File: config.mk
export PLATFORM = sky130hd
export DESIGN_NAME = mbist_march_ctrl_flat
export DESIGN_NICKNAME = d
export VERILOG_FILES = /design/src/rtl/mbist_march_ctrl_if.sv /design/src/rtl/mbist_march_ctrl.sv /design/src/flat_wrapper.sv
export SDC_FILE = /design/constraint.sdc
export NUM_CORES = 1
export LEC_CHECK = 0
export ABC_AREA = 1
export CAP_MARGIN = 10
export CORE_MARGIN = 5
export CORE_UTILIZATION = 25
export DETAILED_ROUTE_END_ITERATION = 8
export SETUP_SLACK_MARGIN = 0.4
export SYNTH_ARGS = -nofsm -noshare
export SYNTH_HDL_FRONTEND = slang
export SYNTH_SLANG_ARGS = --single-unit
File: constraint.sdc
create_clock -name clk -period 6.6 [get_ports clk]
set_input_delay 1.32 -clock clk [delete_from_list [all_inputs] [get_ports clk]]
set_output_delay 1.32 -clock clk [all_outputs]
set_load 0.005 [all_outputs]
File: src/rtl/mbist_march_ctrl_if.sv
// Bundle of sequencer handshake, result and memory-side signals for the
// March C- BIST controller.
//
// Handshake: start is a one-cycle request that is accepted only when the
// controller is idle or done; busy is high from the cycle after acceptance
// until done rises; done (with pass/fail results) then holds until the next
// accepted start or reset. The memory side has no flow control: write_read=1
// is a write of the wdata presented in the previous cycle, write_read=0 is a
// read whose rdata returns two cycles later.
interface mbist_march_ctrl_if #(
  parameter int DATA_WIDTH = 32,
  parameter int ADDR_WIDTH = 16
);
  logic                  start;
  logic                  busy;
  logic                  done;
  logic                  pass;
  logic                  fail;
  logic [ADDR_WIDTH-1:0] fail_addr;
  logic [DATA_WIDTH-1:0] fail_data;
  logic [2:0]            fail_elem;
  logic [15:0]           err_cnt;
  logic                  write_read;
  logic [ADDR_WIDTH-1:0] address;
  logic [DATA_WIDTH-1:0] wdata;
  logic [DATA_WIDTH-1:0] rdata;

  modport master (
    input  start, rdata,
    output busy, done, pass, fail, fail_addr, fail_data, fail_elem, err_cnt,
    output write_read, address, wdata
  );

  modport slave (
    output start, rdata,
    input  busy, done, pass, fail, fail_addr, fail_data, fail_elem, err_cnt,
    input  write_read, address, wdata
  );
endinterface

File: src/rtl/mbist_march_ctrl.sv
// March C- memory BIST controller: walks six march elements over
// [0, LAST_ADDR], checks every read two cycles later against the expected
// background and keeps first-failure diagnostics plus a saturating error count.
module mbist_march_ctrl #(
  parameter int DATA_WIDTH = 32,
  parameter int ADDR_WIDTH = 16,
  parameter int LAST_ADDR  = 65535
) (
  input  logic               clk,
  input  logic               rst,
  mbist_march_ctrl_if.master bus,
  output logic [2:0]         dbg_state
);
  localparam logic [ADDR_WIDTH-1:0] LAST = ADDR_WIDTH'(LAST_ADDR);

  typedef enum logic [2:0] {S_IDLE, S_SETUP, S_RUN, S_DRAIN, S_DONE} state_t;

  state_t                state_q, state_d;
  logic [2:0]            elem_q, elem_d;
  logic                  phase_q, phase_d;   // 0 = read/single op, 1 = write of pair
  logic                  drain_q, drain_d;
  logic                  wr_q, wr_d;
  logic [ADDR_WIDTH-1:0] addr_q, addr_d;
  logic [DATA_WIDTH-1:0] wdata_q, wdata_d;
  logic                  busy_q, busy_d, done_q, done_d, pass_q, pass_d;
  logic                  fail_q, fail_d;
  logic [ADDR_WIDTH-1:0] fail_addr_q, fail_addr_d;
  logic [DATA_WIDTH-1:0] fail_data_q, fail_data_d;
  logic [2:0]            fail_elem_q, fail_elem_d;
  logic [15:0]           err_cnt_q, err_cnt_d;
  // read check pipeline: expected value is a background bit (0 or all ones)
  logic                  p1_vld_q, p1_vld_d, p2_vld_q, p2_vld_d;
  logic [ADDR_WIDTH-1:0] p1_addr_q, p1_addr_d, p2_addr_q, p2_addr_d;
  logic                  p1_exp_q, p1_exp_d, p2_exp_q, p2_exp_d;
  logic [2:0]            p1_elem_q, p1_elem_d, p2_elem_q, p2_elem_d;
  logic                  miscompare;

  // E1 and E3 write ones; every other element writes zeros
  function automatic logic elem_wval(input logic [2:0] e);
    return (e == 3'd1) || (e == 3'd3);
  endfunction
  // E2 and E4 expect ones on their reads
  function automatic logic elem_rval(input logic [2:0] e);
    return (e == 3'd2) || (e == 3'd4);
  endfunction
  function automatic logic elem_down(input logic [2:0] e);
    return (e == 3'd3) || (e == 3'd4);
  endfunction
  function automatic logic elem_two(input logic [2:0] e);
    return (e >= 3'd1) && (e <= 3'd4);
  endfunction

  assign bus.busy       = busy_q;
  assign bus.done       = done_q;
  assign bus.pass       = pass_q;
  assign bus.fail       = fail_q;
  assign bus.fail_addr  = fail_addr_q;
  assign bus.fail_data  = fail_data_q;
  assign bus.fail_elem  = fail_elem_q;
  assign bus.err_cnt    = err_cnt_q;
  assign bus.write_read = wr_q;
  assign bus.address    = addr_q;
  assign bus.wdata      = wdata_q;
  assign dbg_state      = state_q;

  assign miscompare = p2_vld_q && (bus.rdata != {DATA_WIDTH{p2_exp_q}});

  // Next-state, next-op and result logic; outputs are registered from these
  always_comb begin
    state_d     = state_q;
    elem_d      = elem_q;
    phase_d     = phase_q;
    drain_d     = drain_q;
    wr_d        = 1'b0;
    addr_d      = addr_q;
    wdata_d     = wdata_q;
    busy_d      = busy_q;
    done_d      = done_q;
    pass_d      = pass_q;
    fail_d      = fail_q;
    fail_addr_d = fail_addr_q;
    fail_data_d = fail_data_q;
    fail_elem_d = fail_elem_q;
    err_cnt_d   = err_cnt_q;

    // a non-write RUN cycle is a read whose data returns two cycles later
    p1_vld_d  = (state_q == S_RUN) && !wr_q;
    p1_addr_d = addr_q;
    p1_exp_d  = elem_rval(elem_q);
    p1_elem_d = elem_q;
    p2_vld_d  = p1_vld_q;
    p2_addr_d = p1_addr_q;
    p2_exp_d  = p1_exp_q;
    p2_elem_d = p1_elem_q;

    if (miscompare) begin
      if (err_cnt_q != 16'hFFFF) err_cnt_d = err_cnt_q + 16'd1;
      if (!fail_q) begin
        fail_d      = 1'b1;
        fail_addr_d = p2_addr_q;
        fail_data_d = bus.rdata;
        fail_elem_d = p2_elem_q;
      end
    end

    case (state_q)
      S_IDLE, S_DONE: begin
        if (bus.start) begin
          state_d     = S_SETUP;
          elem_d      = 3'd0;
          phase_d     = 1'b0;
          addr_d      = '0;
          wdata_d     = '0;
          busy_d      = 1'b1;
          done_d      = 1'b0;
          pass_d      = 1'b0;
          fail_d      = 1'b0;
          fail_addr_d = '0;
          fail_data_d = '0;
          fail_elem_d = 3'd0;
          err_cnt_d   = '0;
        end
      end
      S_SETUP: begin
        state_d = S_RUN;
        phase_d = 1'b0;
        wr_d    = (elem_q == 3'd0);
      end
      S_RUN: begin
        if (elem_two(elem_q) && !phase_q) begin
          phase_d = 1'b1;
          wr_d    = 1'b1;
        end else begin
          phase_d = 1'b0;
          if (addr_q == (elem_down(elem_q) ? '0 : LAST)) begin
            if (elem_q == 3'd5) begin
              state_d = S_DRAIN;
              drain_d = 1'b0;
            end else begin
              state_d = S_SETUP;
              elem_d  = elem_q + 3'd1;
              addr_d  = elem_down(elem_q + 3'd1) ? LAST : '0;
              wdata_d = {DATA_WIDTH{elem_wval(elem_q + 3'd1)}};
            end
          end else begin
            addr_d = elem_down(elem_q) ? addr_q - ADDR_WIDTH'(1) : addr_q + ADDR_WIDTH'(1);
            wr_d   = (elem_q == 3'd0);
          end
        end
      end
      S_DRAIN: begin
        if (!drain_q) begin
          drain_d = 1'b1;
        end else begin
          state_d = S_DONE;
          busy_d  = 1'b0;
          done_d  = 1'b1;
          pass_d  = ~fail_d;
        end
      end
      default: state_d = S_IDLE;
    endcase
  end

  // Single state register for the FSM, its registered outputs and the check pipeline
  always_ff @(posedge clk or posedge rst) begin
    if (rst) begin
      state_q     <= S_IDLE;
      elem_q      <= 3'd0;
      phase_q     <= 1'b0;
      drain_q     <= 1'b0;
      wr_q        <= 1'b0;
      addr_q      <= '0;
      wdata_q     <= '0;
      busy_q      <= 1'b0;
      done_q      <= 1'b0;
      pass_q      <= 1'b0;
      fail_q      <= 1'b0;
      fail_addr_q <= '0;
      fail_data_q <= '0;
      fail_elem_q <= 3'd0;
      err_cnt_q   <= '0;
      p1_vld_q    <= 1'b0;
      p1_addr_q   <= '0;
      p1_exp_q    <= 1'b0;
      p1_elem_q   <= 3'd0;
      p2_vld_q    <= 1'b0;
      p2_addr_q   <= '0;
      p2_exp_q    <= 1'b0;
      p2_elem_q   <= 3'd0;
    end else begin
      state_q     <= state_d;
      elem_q      <= elem_d;
      phase_q     <= phase_d;
      drain_q     <= drain_d;
      wr_q        <= wr_d;
      addr_q      <= addr_d;
      wdata_q     <= wdata_d;
      busy_q      <= busy_d;
      done_q      <= done_d;
      pass_q      <= pass_d;
      fail_q      <= fail_d;
      fail_addr_q <= fail_addr_d;
      fail_data_q <= fail_data_d;
      fail_elem_q <= fail_elem_d;
      err_cnt_q   <= err_cnt_d;
      p1_vld_q    <= p1_vld_d;
      p1_addr_q   <= p1_addr_d;
      p1_exp_q    <= p1_exp_d;
      p1_elem_q   <= p1_elem_d;
      p2_vld_q    <= p2_vld_d;
      p2_addr_q   <= p2_addr_d;
      p2_exp_q    <= p2_exp_d;
      p2_elem_q   <= p2_elem_d;
    end
  end
endmodule

File: src/flat_wrapper.sv
// flat-port wrapper written by rule: the top's interface ports become plain ports
module mbist_march_ctrl_flat 
#(
  parameter int DATA_WIDTH = 32,
  parameter int ADDR_WIDTH = 16,
  parameter int LAST_ADDR  = 65535
)
  (clk, rst, dbg_state, bus_start, bus_rdata, bus_busy, bus_done, bus_pass, bus_fail, bus_fail_addr, bus_fail_data, bus_fail_elem, bus_err_cnt, bus_write_read, bus_address, bus_wdata);
  mbist_march_ctrl_if #(.DATA_WIDTH(DATA_WIDTH), .ADDR_WIDTH(ADDR_WIDTH)) bus_i ();
  input  logic clk;
  input  logic rst;
  output logic [2:0] dbg_state;
  input wire logic [$bits(bus_i.start)-1:0] bus_start;
  input wire logic [$bits(bus_i.rdata)-1:0] bus_rdata;
  output wire logic [$bits(bus_i.busy)-1:0] bus_busy;
  output wire logic [$bits(bus_i.done)-1:0] bus_done;
  output wire logic [$bits(bus_i.pass)-1:0] bus_pass;
  output wire logic [$bits(bus_i.fail)-1:0] bus_fail;
  output wire logic [$bits(bus_i.fail_addr)-1:0] bus_fail_addr;
  output wire logic [$bits(bus_i.fail_data)-1:0] bus_fail_data;
  output wire logic [$bits(bus_i.fail_elem)-1:0] bus_fail_elem;
  output wire logic [$bits(bus_i.err_cnt)-1:0] bus_err_cnt;
  output wire logic [$bits(bus_i.write_read)-1:0] bus_write_read;
  output wire logic [$bits(bus_i.address)-1:0] bus_address;
  output wire logic [$bits(bus_i.wdata)-1:0] bus_wdata;
  assign bus_i.start = bus_start;
  assign bus_i.rdata = bus_rdata;
  assign bus_busy = bus_i.busy;
  assign bus_done = bus_i.done;
  assign bus_pass = bus_i.pass;
  assign bus_fail = bus_i.fail;
  assign bus_fail_addr = bus_i.fail_addr;
  assign bus_fail_data = bus_i.fail_data;
  assign bus_fail_elem = bus_i.fail_elem;
  assign bus_err_cnt = bus_i.err_cnt;
  assign bus_write_read = bus_i.write_read;
  assign bus_address = bus_i.address;
  assign bus_wdata = bus_i.wdata;
  mbist_march_ctrl #(.DATA_WIDTH(DATA_WIDTH), .ADDR_WIDTH(ADDR_WIDTH), .LAST_ADDR(LAST_ADDR)) u_core (.clk(clk), .rst(rst), .bus(bus_i), .dbg_state(dbg_state));
endmodule
; ---- Yosys cells after proc, flatten, opt, wreduce, memory -nomap -nowiden
; Index checks and enable logic that the tools add are counted.
[word_totals]
ff_bits = 170
in_bits = 35
elab_cells = 134
[op_classes]
add_sub_neg = 4
order_cmp = 2
eq_ne = 21
n_mux = 60
bitwise = 1
reduce_logical = 23
[ops]
columns = cell, n
row1 = $mux W32, 8
row2 = $mux W16, 15
row3 = $pmux W32 S2, 1
row4 = $mux W3, 12
row5 = $add A16 B1 Y16 const B, 2
row6 = $ne A32 B32 Y1, 1
row7 = $pmux W16 S2, 1
row8 = $eq A16 B16 Y1, 1
row9 = $ne A16 B16 Y1 const B, 1
row10 = $sub A16 B1 Y16 const B, 1
row11 = $eq A3 B2 Y1 const B, 5
row12 = $mux W1, 14
row13 = $eq A3 B3 Y1 const B, 4
row14 = $pmux W3 S4, 1
row15 = $reduce_and A4 Y1, 3
row16 = $ne A2 B2 Y1 const B, 5
row17 = $pmux W1 S2, 5
row18 = $eq A3 B1 Y1 const B, 2
row19 = $logic_not A3 Y1, 2
row20 = $pmux W3 S2, 1
row21 = $reduce_bool A2 Y1, 3
row22 = $reduce_and A5 Y1, 1
row23 = $logic_and A1 B1 Y1, 4
row24 = $logic_or A1 B1 Y1, 4
row25 = 13 further kinds, 14

; ---- Longest topological paths before layout
; Gate-level depths: netlist of the first run.
[depth]
ltp_word = 8
depth_mapped = 17

; ---- Least setup slack after synthesis of the first run
; OpenSTA, ideal clock, no wires.
[synth_path]
path_kind = reg-to-reg
from = register u_core.elem_q[0]
to = register u_core.addr_q[11] (netlist: u_core.bus.address[11])
arrival_time_ps = 2429
required_time_ps = 6484
slack_ps = 4055
path_stages_with_launch = 17
path_cell_list = dfrtp_1 > inv_1 > ha_1 > nor2_4 > nor2_4 > ha_1 > nand2_1 > nor2_1 > nand2_1 > nor2_4 > nand3_4 > nand2_2 > nand2_2 > nand2_4 > inv_4 > nand2_1 > nand2_1
[synth_via]
elab_chain_cells = 8
[synth_rtl]
columns = item, line_no
row1 = from (decl), mbist_march_ctrl.sv:19  ; logic [2:0] elem_q, elem_d;
row2 = from (signal assigned), mbist_march_ctrl.sv:193  ; elem_q <= elem_d;
row3 = $add A3 B1 Y3, mbist_march_ctrl.sv:142  ; addr_d = elem_down(elem_q + 3'd1) ? LAST : '0;
row4 = $eq A3 B2 Y1 / $eq A3 B3 Y1 (equally long branches), mbist_march_ctrl.sv:47  ; return (e == 3'd3) || (e == 3'd4);
row5 = $logic_or A1 B1 Y1, mbist_march_ctrl.sv:47
row6 = $mux W16, mbist_march_ctrl.sv:142
row7 = $mux W16, mbist_march_ctrl.sv:136  ; if (elem_q == 3'd5) begin
row8 = $mux W16, mbist_march_ctrl.sv:135  ; if (addr_q == (elem_down(elem_q) ? '0 : LAST)) begin
row9 = $mux W16, mbist_march_ctrl.sv:130  ; if (elem_two(elem_q) && !phase_q) begin
row10 = $pmux W16 S2, mbist_march_ctrl.sv:106  ; case (state_q)
row11 = to (signal assigned), mbist_march_ctrl.sv:197  ; addr_q <= addr_d;
row12 = to (decl), mbist_march_ctrl.sv:23  ; logic [ADDR_WIDTH-1:0] addr_q, addr_d;
; Parallel ways exist; a longest one is shown, timed or not. The select of a mux whose other input is x is not followed.
; A chain may end at the register's enable or synchronous reset.

; ---- Worst setup path after layout of the first run
[layout_path]
from = input port bus_start
to = register u_core.pass_q (netlist: u_core.bus.pass)
[layout_via]
elab_chain_cells = 2
[layout_rtl]
columns = item, line_no
row1 = from (decl), flat_wrapper.sv:13  ; input wire logic [$bits(bus_i.start)-1:0] bus_start;
row2 = $ne A2 B2 Y1 (no source line), n/a
row3 = $reduce_and A3 Y1 (no source line), n/a
row4 = to (signal assigned), mbist_march_ctrl.sv:201  ; pass_q <= pass_d;
row5 = to (decl), mbist_march_ctrl.sv:25  ; logic busy_q, busy_d, done_q, done_d, pass_q, pass_d;
; Every way passes these cells.

==> results.md, run 1 <==
- First-pass GRT wire length: 30,200 microns
- Status: complete, no violations
- Hpwl dp: 12,800 microns
- Boundary pin count: 158
- GPL Wtd Cong: 0.859
- Int Pwr: 1.48 mW
- Wire per inst: 12.5 microns
- Sw Share: 24.3%
- Crit start category: input pin
- RSZ-0062 raised after global routing: no
- Max Root-Sink Buffers: 2
- DRT iter0 DRCs: 346
- Inst Count DP: 1,437
- Syn avg cell area: 7.66 sq um
- Layout cells sized above 1: 5.80%
- Later-pin clock latency in the skew report: 0.42 ns
- Die area: 32,600 sq um
- CP Max Fanout: 58
- Crit path DAT: 3.80 ns
- Max_cap viols: 0
- Final hold slack: 0.345 ns
- Post-CTS Setup Inserts: 0
- Final core occ: 33.4%
- Die X: 181 microns
- Die Span Y: 181 microns
- Ant diodes: 0
- Synth async-reset ratio: 100%
- R2R setup slack: 3.43 ns
- Fillers: 2,990
- Slew HR: 25.5%
- Post-synthesis sequential area ratio: 47.8%
- Setup Total Neg Slack: 0 ns
- Flop pwr share: 45.1%
- Mapped Cells: 949
- DRC: 0
- Root Driver: clkbuf_16
- CTS clk-pin slew, worst paths: 0.06 ns
- HP Class: reg -> reg
- Synthesis Warnings: 0
- Row count: 62
- Via count: 6,015
- GRT Resource Usage Total: 11.2%
- Sw power: 0.475 mW
- Clock share of power: 48.7%
- Max-slew violations: 0
- Peak supply drop: 0.000138 V
- Final hold violations: 0
- Synthesized cell area: 7270 sq um
- Top FF cell, synth: dfrtp_1
- Power density over the cells: 204 nW/um^2
- Setup-failing EPs final: 0
- Multi-input logic area: 2990 sq um
- DR vias/cell: 4.09
- Area leader, netlist: dfrtp_1
- Floorplan Core Area: 28,700 sq um
- Final net count: 1,129
- Commonest non-fill, non-tap cell in the layout: nand2_1
- Finished Layout Cells: 1,470
- CTS Sinks: 139
- Vias in the first global route: 5,826
- Hold_buf cts: 0
- Leak pwr: 4.94 nW
- Port Buffers: 157
- Synth-to-layout area growth: 32.0%
- Commonest non-fill, non-tap cells in the layout: nand2_1, nor2_1, clkdlybuf4s50_1, dfrtp_1, inv_1
- Initial Utilization: 25.3%
- FF+latch count, synth: 139
- Initial antenna violation count: 0
- Fin crit share: 53.2%
- Clock buffer count from CTS: 17
- WS Path Type: in -> reg
- CTS tree: yes
- Most area-consuming cells after synthesis: dfrtp_1, nand2_1, nor2_1
- Synth unique cells: 40
- Mapped Nets: 1,005
- Synth top area share: 47.8%
- Final wirelength: 18,300 microns
- CP endpoint kind: flip-flop
- Max Fclk: 0.285 GHz
- Gate power share: 6.2%
- H-tree depth: 4
- Post-route minimum period: 3.51 ns
- Grt total ovfl: 0
- Largest net degree at the start of global routing: 103
- Post-synth EDFFs: 0
- DRT Pass-1 Iters: 4
- Register Area: 3480 sq um
- Slew @ Worst Pin: 1.12 ns
- Clk_skew: 0.00926 ns
- Cts repair resizes: 0
- CP Data Required Time: 6.89 ns
- Post-route ant nets: 0
[sequential cells by signal (all words and copies together), names as in the netlist, 3 cells and up]
name and flops:
u_core.bus.fail_data 32, u_core.bus.address 16, u_core.bus.err_cnt 16, u_core.bus.fail_addr 16, u_core.p1_addr_q 16, u_core.p2_addr_q 16, u_core.bus.fail_elem 3, u_core.dbg_state 3
u_core.elem_q 3, u_core.p1_elem_q 3, u_core.p2_elem_q 3
[area by class of cell]
cell class | instances | share of cell area [%]
Sequential cell | 139 | 36.2
Clock buffer | 18 | 4.57
Timing Repair Buffer | 159 | 16.7
Clock inverter | 14 | 1.58
Inverter | 118 | 4.72
Tap cell | 384 | 5.00
Multi-Input combinational cell | 638 | 31.2
[power by group through the flow]
stage	registers (mW)	clock network, mW	logic [mW]
floorplan	0.897	0	0.0450
global placement	0.896	0	0.124
detailed placement	0.897	0	0.125
CTS	0.881	0.991	0.125
global route	0.882	1.03	0.138
finish	0.881	0.952	0.122
[worst max-delay path, cell delays in order]
cell and delay (ns):
clkdlybuf4s50_1 0.49, inv_1 0.07, nor2_1 0.81, inv_2 0.74, nand3_1 0.26, o21ai_0 0.10
[final timing paths]
kind	startpoint	to	cells after the start
max reg2reg	u_core.elem_q[0]	u_core.bus.address[15]	15
min	u_core.p1_elem_q[1]	u_core.p2_elem_q[1]	0
max	bus_start	u_core.bus.pass	6
max in group asynchronous	rst	u_core.bus.fail_data[4]	3
min reg2reg	u_core.p1_elem_q[1]	u_core.p2_elem_q[1]	0
min in group asynchronous	rst	u_core.bus.done	2
[cell usage after synthesis, types with 5 or more instances]
cell type,instances
a21oi_1,27
buf_2,5
buf_4,40
dfrtp_1,139
ha_1,20
inv_1,112
nand2_1,292
nand3_1,43
nand3b_1,5
nor2_1,163
nor3_1,11
o21ai_0,20
xor2_1,15
[routing by layer]
| layer | track usage, % | up-vias | part of all wire, % |
|---|---|---|---|
| li1 | - | 3127 | - |
| met1 | 14.0 | 2757 | 46 |
| met2 | 19.0 | 119 | 49 |
| met3 | 2.44 | 12 | 4.3 |
| met4 | 3.87 | 0 | 1.3 |
| met5 | 0 | - | 0 |
[logic make-up (layout without fill, tap and decap cells)]
family | Yosys count | count (layout) | synth area share (%)
compound gates | 60 | 60 | 4.54
xor+xnor | 15 | 15 | 1.81
simple gates | 542 | 542 | 30.9
buf+inv | 172 | 309 | 11.2
flops | 139 | 139 | 47.8
fa+ha+maj | 21 | 21 | 3.72
[through the flow]
step | instance area (sq um) | setup slack [ns] | total power [mW]
2_1_floorplan | 7270 | 1.56 | 0.942
3_3_place_gp | 8980 | 2.27 | 1.02
3_5_place_dp | 8980 | 2.28 | 1.02
4_1_cts | 9570 | 2.74 | 2.00
5_1_grt | 9600 | 2.85 | 2.05
6_report | 9600 | 3.09 | 1.95
Note: power is estimated with default switching activity, not from simulation.
==> run 2: changes to the inputs <==
Clock period 6.6 ns to 3.2 ns, I/O delays scaled along.
==> run 2 against run 1 <==
Effect of this change:
- register-to-register slack worse by 2.9 ns
- sequential power up 110%
- routed wire length up 2.2%
- first-iteration DRC count down 12%
- non-clock buffer count up 17
- flip-flop and latch count unchanged
- highest routed layer unchanged
==> results.md, run 2 (synthesized netlist as in run 1, its figures left out) <==
- Worst r2r src: u_core.elem_q[0]
- Wire per inst: 12.6 microns (+1.0%)
- Via count: 6,057 (+0.70%)
- Slew @ Worst Pin: 0.751 ns (-0.365 ns)
- Max Fclk: 0.375 GHz
- Final core occ: 34.4% (+0.94 points)
- Status: complete, no violations
- GRT Resource Usage Total: 11.6% (+0.40 points)
- Setup Total Neg Slack: 0 ns (unchanged)
- WHS Endpoint: u_core.p2_addr_q[8]
- Sw power: 0.943 mW (+99%)
- Setup-failing EPs final: 0 (unchanged)
- Max FFs per register: 32 (unchanged)
- Row count: 62 (unchanged)
- RSZ-0062 raised after global routing: no
- Power density over the cells: 404 nW/um^2 (+98%)
- Post-DP Area: 9110 sq um (+1.4%)
- Crit path DAT: 2.96 ns (-0.84 ns)
- Hold path depth: 0 (unchanged)
- CP endpoint kind: flip-flop
- Slew HR: 49.9% (+24 points)
- Die Span Y: 181 microns (unchanged)
- Flop pwr share: 45.6% (+0.5 points)
- CTS tree: yes
- Hpwl dp: 13,600 microns (+6.4%)
- First-pass GRT wire length: 31,000 microns (+2.7%)
- Initial antenna violation count: 0 (unchanged)
- Hold_buf cts: 0 (unchanged)
- Synth-to-layout area growth: 35.7%
- Peak supply drop: 0.000332 V (+140%)
- Clk_skew: 0.0172 ns (+0.00789 ns)
- Post-route minimum period: 2.67 ns
- Commonest non-fill, non-tap cells in the layout: nand2_1, nor2_1, clkdlybuf4s50_1, dfrtp_1, inv_1
- CTS Sinks: 139 (unchanged)
- Worst Hold Launch: u_core.p1_addr_q[8]
- DRC: 0 (unchanged)
- H-tree depth: 4 (unchanged)
- Max Root-Sink Buffers: 2 (unchanged)
- CP Data Required Time: 3.49 ns (-3.40 ns)
- Crit start category: flip-flop
- Dpl ws: 0.283 ns (-2.00 ns)
- Post-route design area: 9870 sq um (+2.8%)
- Port Buffers: 157 (unchanged)
- Boundary pin count: 158 (unchanged)
- Fillers: 3,027 (+1.2%)
- Fin crit share: 83.4%
- Ant diodes: 0 (unchanged)
- Die X: 181 microns (unchanged)
- Max_cap viols: 0 (unchanged)
- DR vias/cell: 4.07 (-0.45%)
- Floorplan Core Area: 28,700 sq um (unchanged)
- Layout cells sized above 1: 8.43% (+2.6 points)
- Clock share of power: 48.0% (-0.7 points)
- Worst r2r path cells: 17 (+2)
- GPL Wtd Cong: 0.810 (-5.7%)
- Die area: 32,600 sq um (unchanged)
- Later-pin clock latency in the skew report: 0.42 ns (about the same)
- Grt total ovfl: 0 (unchanged)
- Sw Share: 23.7% (-0.62 points)
- Leak pwr: 5.01 nW (+1.4%)
- Final net count: 1,146 (+1.5%)
- Largest net degree at the start of global routing: 57 (-45%)
- Initial Utilization: 25.3% (unchanged)
- CP startpoint: u_core.elem_q[0]
- Gate power share: 6.4% (+0.2 points)
- WS Path Type: reg -> reg
- DRT Pass-1 Iters: 4 (unchanged)
- Commonest non-fill, non-tap cell in the layout: nand2_1
- Max-slew violations: 0 (unchanged)
- Post-route ant nets: 0 (unchanged)
- Vias in the first global route: 6,037 (+3.6%)
- DRT iter0 DRCs: 306 (-12%)
- HP Class: reg -> reg
- Final wirelength: 18,700 microns (+2.2%)
- Reg2reg end: u_core.bus.address[7]
- CTS clk-pin slew, worst paths: 0.07 ns (about the same)
- Root Driver: clkbuf_16
- Clock buffer count from CTS: 17 (unchanged)
- CP Max Fanout: 15 (-74%)
- Final hold violations: 0 (unchanged)
- Final worst slack: 0.530 ns (-2.56 ns)
- Final hold slack: 0.346 ns (+0.00152 ns)
- Int Pwr: 3.04 mW (+110%)
- R2R setup slack: 0.53 ns (-2.90 ns)
## run 2: cell count changes in the layout (fill, tap and decap cells not counted), sizes merged
cell and delta:
clkbuf +1, clkinv +2, buf +17, inv -3
## run 2: stage by stage
step	cells	power (mW)
2_1_floorplan	949	1.94
3_3_place_gp	1446	2.11
3_5_place_dp	1446	2.11
4_1_cts	1483	4.07
5_1_grt	1487	4.18
6_report	1487	3.98
## run 2: per-layer routing
layer	GRT usage (%)	wire length (microns)	vias up
li1	-	-	3163
met1	14.7	8660	2750
met2	19.6	9120	129
met3	2.58	743	15
met4	3.57	210	0
met5	0	0	-
## run 2: area by class of cell
class / instances / area [sq um] / share of cell area (%)
flip-flops and latches: 139 / 3480 / 35.3
multi-input cells: 638 / 3100 / 31.4
repair buffers: 176 / 1790 / 18.1
well taps: 384 / 480 / 4.87
inverters: 118 / 452 / 4.58
clock buffers: 19 / 443 / 4.49
clock inverters: 13 / 129 / 1.31
## run 2: worst max-delay path by stage
stage / to / cells past startpoint
after floorplan: u_core.bus.address[11] / 16
final: u_core.bus.address[7] / 17
after global placement: u_core.bus.address[11] / 16
after detailed placement: u_core.bus.address[14] / 16
after global routing: u_core.bus.address[8] / 18
after CTS: u_core.bus.address[8] / 17
## run 2: worst max-delay path, stage by stage, from the launching register on
cell and delay (ns):
dfrtp_1 0.42, ha_1 0.23, inv_1 0.08, nand2_1 0.09
inv_2 0.08, nor2_4 0.04, buf_12 0.15, buf_4 0.16
ha_1 0.29, inv_1 0.04, nor2_1 0.16, and3_4 0.22
nand3_4 0.09, nand2_1 0.08, nand2_2 0.09, nand2_4 0.14
buf_4 0.13, o21ai_1 0.05
## run 2: timing repair
action,4_1_cts,5_1_grt
gates resized for setup,4,13
pin swaps,1,1
setup buffers,5,4
endpoints found under the setup margin,23,55
cloned,0,0
## run 2: power groups by stage
stage	clock (mW)	sequential [mW]	combinational [mW]
6_report	1.91	1.82	0.256
3_5_place_dp	0	1.85	0.262
4_1_cts	1.99	1.82	0.263
3_3_place_gp	0	1.85	0.260
2_1_floorplan	0	1.85	0.0932
5_1_grt	2.07	1.82	0.290
==> run 3: changes to the inputs <==
Clock period 3.2 ns to 2.2 ns, I/O delays scaled along.
==> run 3 against run 2 <==
Effect of this change:
- the run now ends with negative setup slack left
- hold slack barely moved
- largest cell class is now multi-input gates
- flip-flop and latch count did not move
- largest power group unchanged
- global-route usage is 1.6 points higher
- final cell count up 10%
- sequential share of layout area fell by 7.5 points
- combinational power up 86%
- first-iteration DRC count grew 21%
- via count increased by 16%
- non-clock buffer count grew 149
==> results.md, run 3 (synthesized netlist as in run 1, its figures left out) <==
- Reg2reg end: u_core.bus.address[15]
- Die area: 32,600 sq um (unchanged)
- Commonest non-fill, non-tap cell in the layout: nand2_1
- Via count: 7,039 (+16%)
- Flop pwr share: 42.6% (-3.0 points)
- Die X: 181 microns (unchanged)
- Largest net degree at the start of global routing: 55 (-3.5%)
- CP Data Required Time: 2.50 ns (-0.99 ns)
- Worst r2r path cells: 17 (unchanged)
- DRT iter0 DRCs: 369 (+21%)
- WHS Endpoint: u_core.p2_addr_q[3]
- Clock share of power: 49.7% (+1.7 points)
- DRT Pass-1 Iters: 6 (+2)
- Final net count: 1,296 (+13%)
- Setup-failing EPs final: 25 (+25)
- Post-route ant nets: 0 (unchanged)
- Later-pin clock latency in the skew report: 0.41 ns (about the same)
- R2R setup slack: -0.25 ns (-0.78 ns)
- Sw Share: 22.6% (-1.1 points)
- Sw power: 1.40 mW (+48%)
- Status: complete, but fails checks
- Slew @ Worst Pin: 0.384 ns (-0.367 ns)
- Max FFs per register: 32 (unchanged)
- Hpwl dp: 14,500 microns (+6.1%)
- Violated checks: negative setup slack
- Hold_buf cts: 0 (unchanged)
- Max Root-Sink Buffers: 2 (unchanged)
- Fin crit share: 111% (+28 points)
- Wire per inst: 14.4 microns (+15%)
- Dpl ws: -0.358 ns (-0.641 ns)
- DRC: 0 (unchanged)
- Peak supply drop: 0.000363 V (+9.3%)
- Final worst slack: -0.251 ns (-0.781 ns)
- Hold path depth: 0 (unchanged)
- CTS clk-pin slew, worst paths: 0.06 ns (about the same)
- Commonest non-fill, non-tap cells in the layout: nand2_1, nor2_1, dfrtp_1, buf_4, inv_1
- Post-route minimum period: 2.45 ns (-0.219 ns)
- Root Driver: clkbuf_16
- GPL Wtd Cong: 0.860 (+6.1%)
- Int Pwr: 4.80 mW (+58%)
- Gate power share: 7.7% (+1.3 points)
- WS Path Type: reg -> reg
- Boundary pin count: 158 (unchanged)
- CTS tree: yes
- Clk_skew: 0.00746 ns (-0.00969 ns)
- Max Fclk: 0.408 GHz (+9.0%)
- H-tree depth: 4 (unchanged)
- Setup Total Neg Slack: -5.15 ns (-5.15 ns)
- Vias in the first global route: 6,822 (+13%)
- Max-slew violations: 0 (unchanged)
- Grt total ovfl: 0 (unchanged)
- Floorplan Core Area: 28,700 sq um (unchanged)
- Power density over the cells: 492 nW/um^2 (+22%)
- First-pass GRT wire length: 35,300 microns (+14%)
- CP Max Fanout: 8 (-7)
- Slew HR: 74.3% (+24 points)
- Die Span Y: 181 microns (unchanged)
- CP endpoint kind: flip-flop
- Worst Hold Launch: u_core.p1_addr_q[3]
- Max_cap viols: 0 (unchanged)
- Row count: 62 (unchanged)
- Port Buffers: 157 (unchanged)
- Layout cells sized above 1: 38.8% (+30 points)
- Finished Layout Cells: 1,635 (+10%)
- Final hold violations: 0 (unchanged)
- Synth-to-layout area growth: 73.4%
- Initial antenna violation count: 0 (unchanged)
- RSZ-0062 raised after global routing: yes
- Worst r2r src: u_core.elem_q[0]
- Leak pwr: 6.69 nW (+33%)
- DR vias/cell: 4.31 (+5.7%)
- Inst Count DP: 1,527 (+5.6%)
- GRT Resource Usage Total: 13.2% (+1.6 points)
- Crit path DAT: 2.75 ns (-0.21 ns)
- Crit start category: flip-flop
- Final hold slack: 0.346 ns (-0.000186 ns)
- Clock buffer count from CTS: 17 (unchanged)
- Initial Utilization: 25.3% (unchanged)
- Overall power: 6.20 mW (+56%)
- CTS Sinks: 139 (unchanged)
- HP Class: reg -> reg
- Ant diodes: 0 (unchanged)
- Final wirelength: 23,600 microns (+26%)
==> run 3: power by group through the flow <==
stage	combinational (mW)	sequential (mW)	clock [mW]
CTS	0.426	2.65	3.17
floorplan	0.135	2.69	0
finish	0.477	2.64	3.08
global route	0.528	2.65	3.27
global placement	0.405	2.69	0
detailed placement	0.409	2.69	0
==> run 3: worst max-delay path, stage by stage (launching register included) <==
cell and delay, ns:
dfrtp_1 0.41, ha_2 0.21, inv_2 0.04, nand2_2 0.06
inv_2 0.04, nor2_4 0.20, clkbuf_16 0.22, ha_4 0.15
nand2_2 0.07, nor2_4 0.13, and3_4 0.20, nand3_4 0.10
nand2_2 0.10, nand2_4 0.09, nand2_4 0.12, inv_4 0.06
nand2_1 0.07, nand2_1 0.05
==> run 3: stage by stage <==
step / utilization, % / area (sq um)
2_1_floorplan: - / 7280
3_3_place_gp: 34.0 / 9770
5_1_grt: 43.9 / 12600
6_report: 43.9 / 12600
4_1_cts: 38.4 / 11000
3_5_place_dp: 34.0 / 9770
==> run 3: metal layers <==
layer	track usage, %	vias up	share of wire (%)
li1	-	3469	-
met1	16.6	3362	43
met2	23.2	171	51
met3	2.00	37	4.1
met4	4.08	0	2.1
met5	0	-	0
==> run 3: what timing repair did <==
action | 4_1_cts | 5_1_grt
setup endpoints to repair | 156 | 131
setup buffers | 13 | 46
pin swaps | 61 | 126
resized for setup | 182 | 307
cloned | 12 | 7
==> run 3: how the worst max path moves through the flow <==
stage | start | end | slack [ns] | cells after the start
after floorplan | u_core.elem_q[0] | u_core.bus.address[11] | -0.32 | 16
after global placement | u_core.elem_q[0] | u_core.bus.address[11] | -0.30 | 18
after detailed placement | u_core.elem_q[0] | u_core.bus.address[15] | -0.36 | 17
after CTS | u_core.elem_q[0] | u_core.dbg_state[1] | -0.24 | 16
after global routing | u_core.elem_q[0] | u_core.bus.address[15] | -0.37 | 17
final | u_core.elem_q[0] | u_core.bus.address[15] | -0.25 | 17
==> run 3: cell type report <==
| type | instances | area [sq um] |
|---|---|---|
| Fill cell | 2738 | 16100 |
| Multi-Input combinational cell | 639 | 4090 |
| Sequential cell | 139 | 3500 |
| Timing Repair Buffer | 325 | 3450 |
| Tap cell | 384 | 480 |
| Inverter | 118 | 459 |
| Clock buffer | 18 | 439 |
| Clock inverter | 12 | 189 |
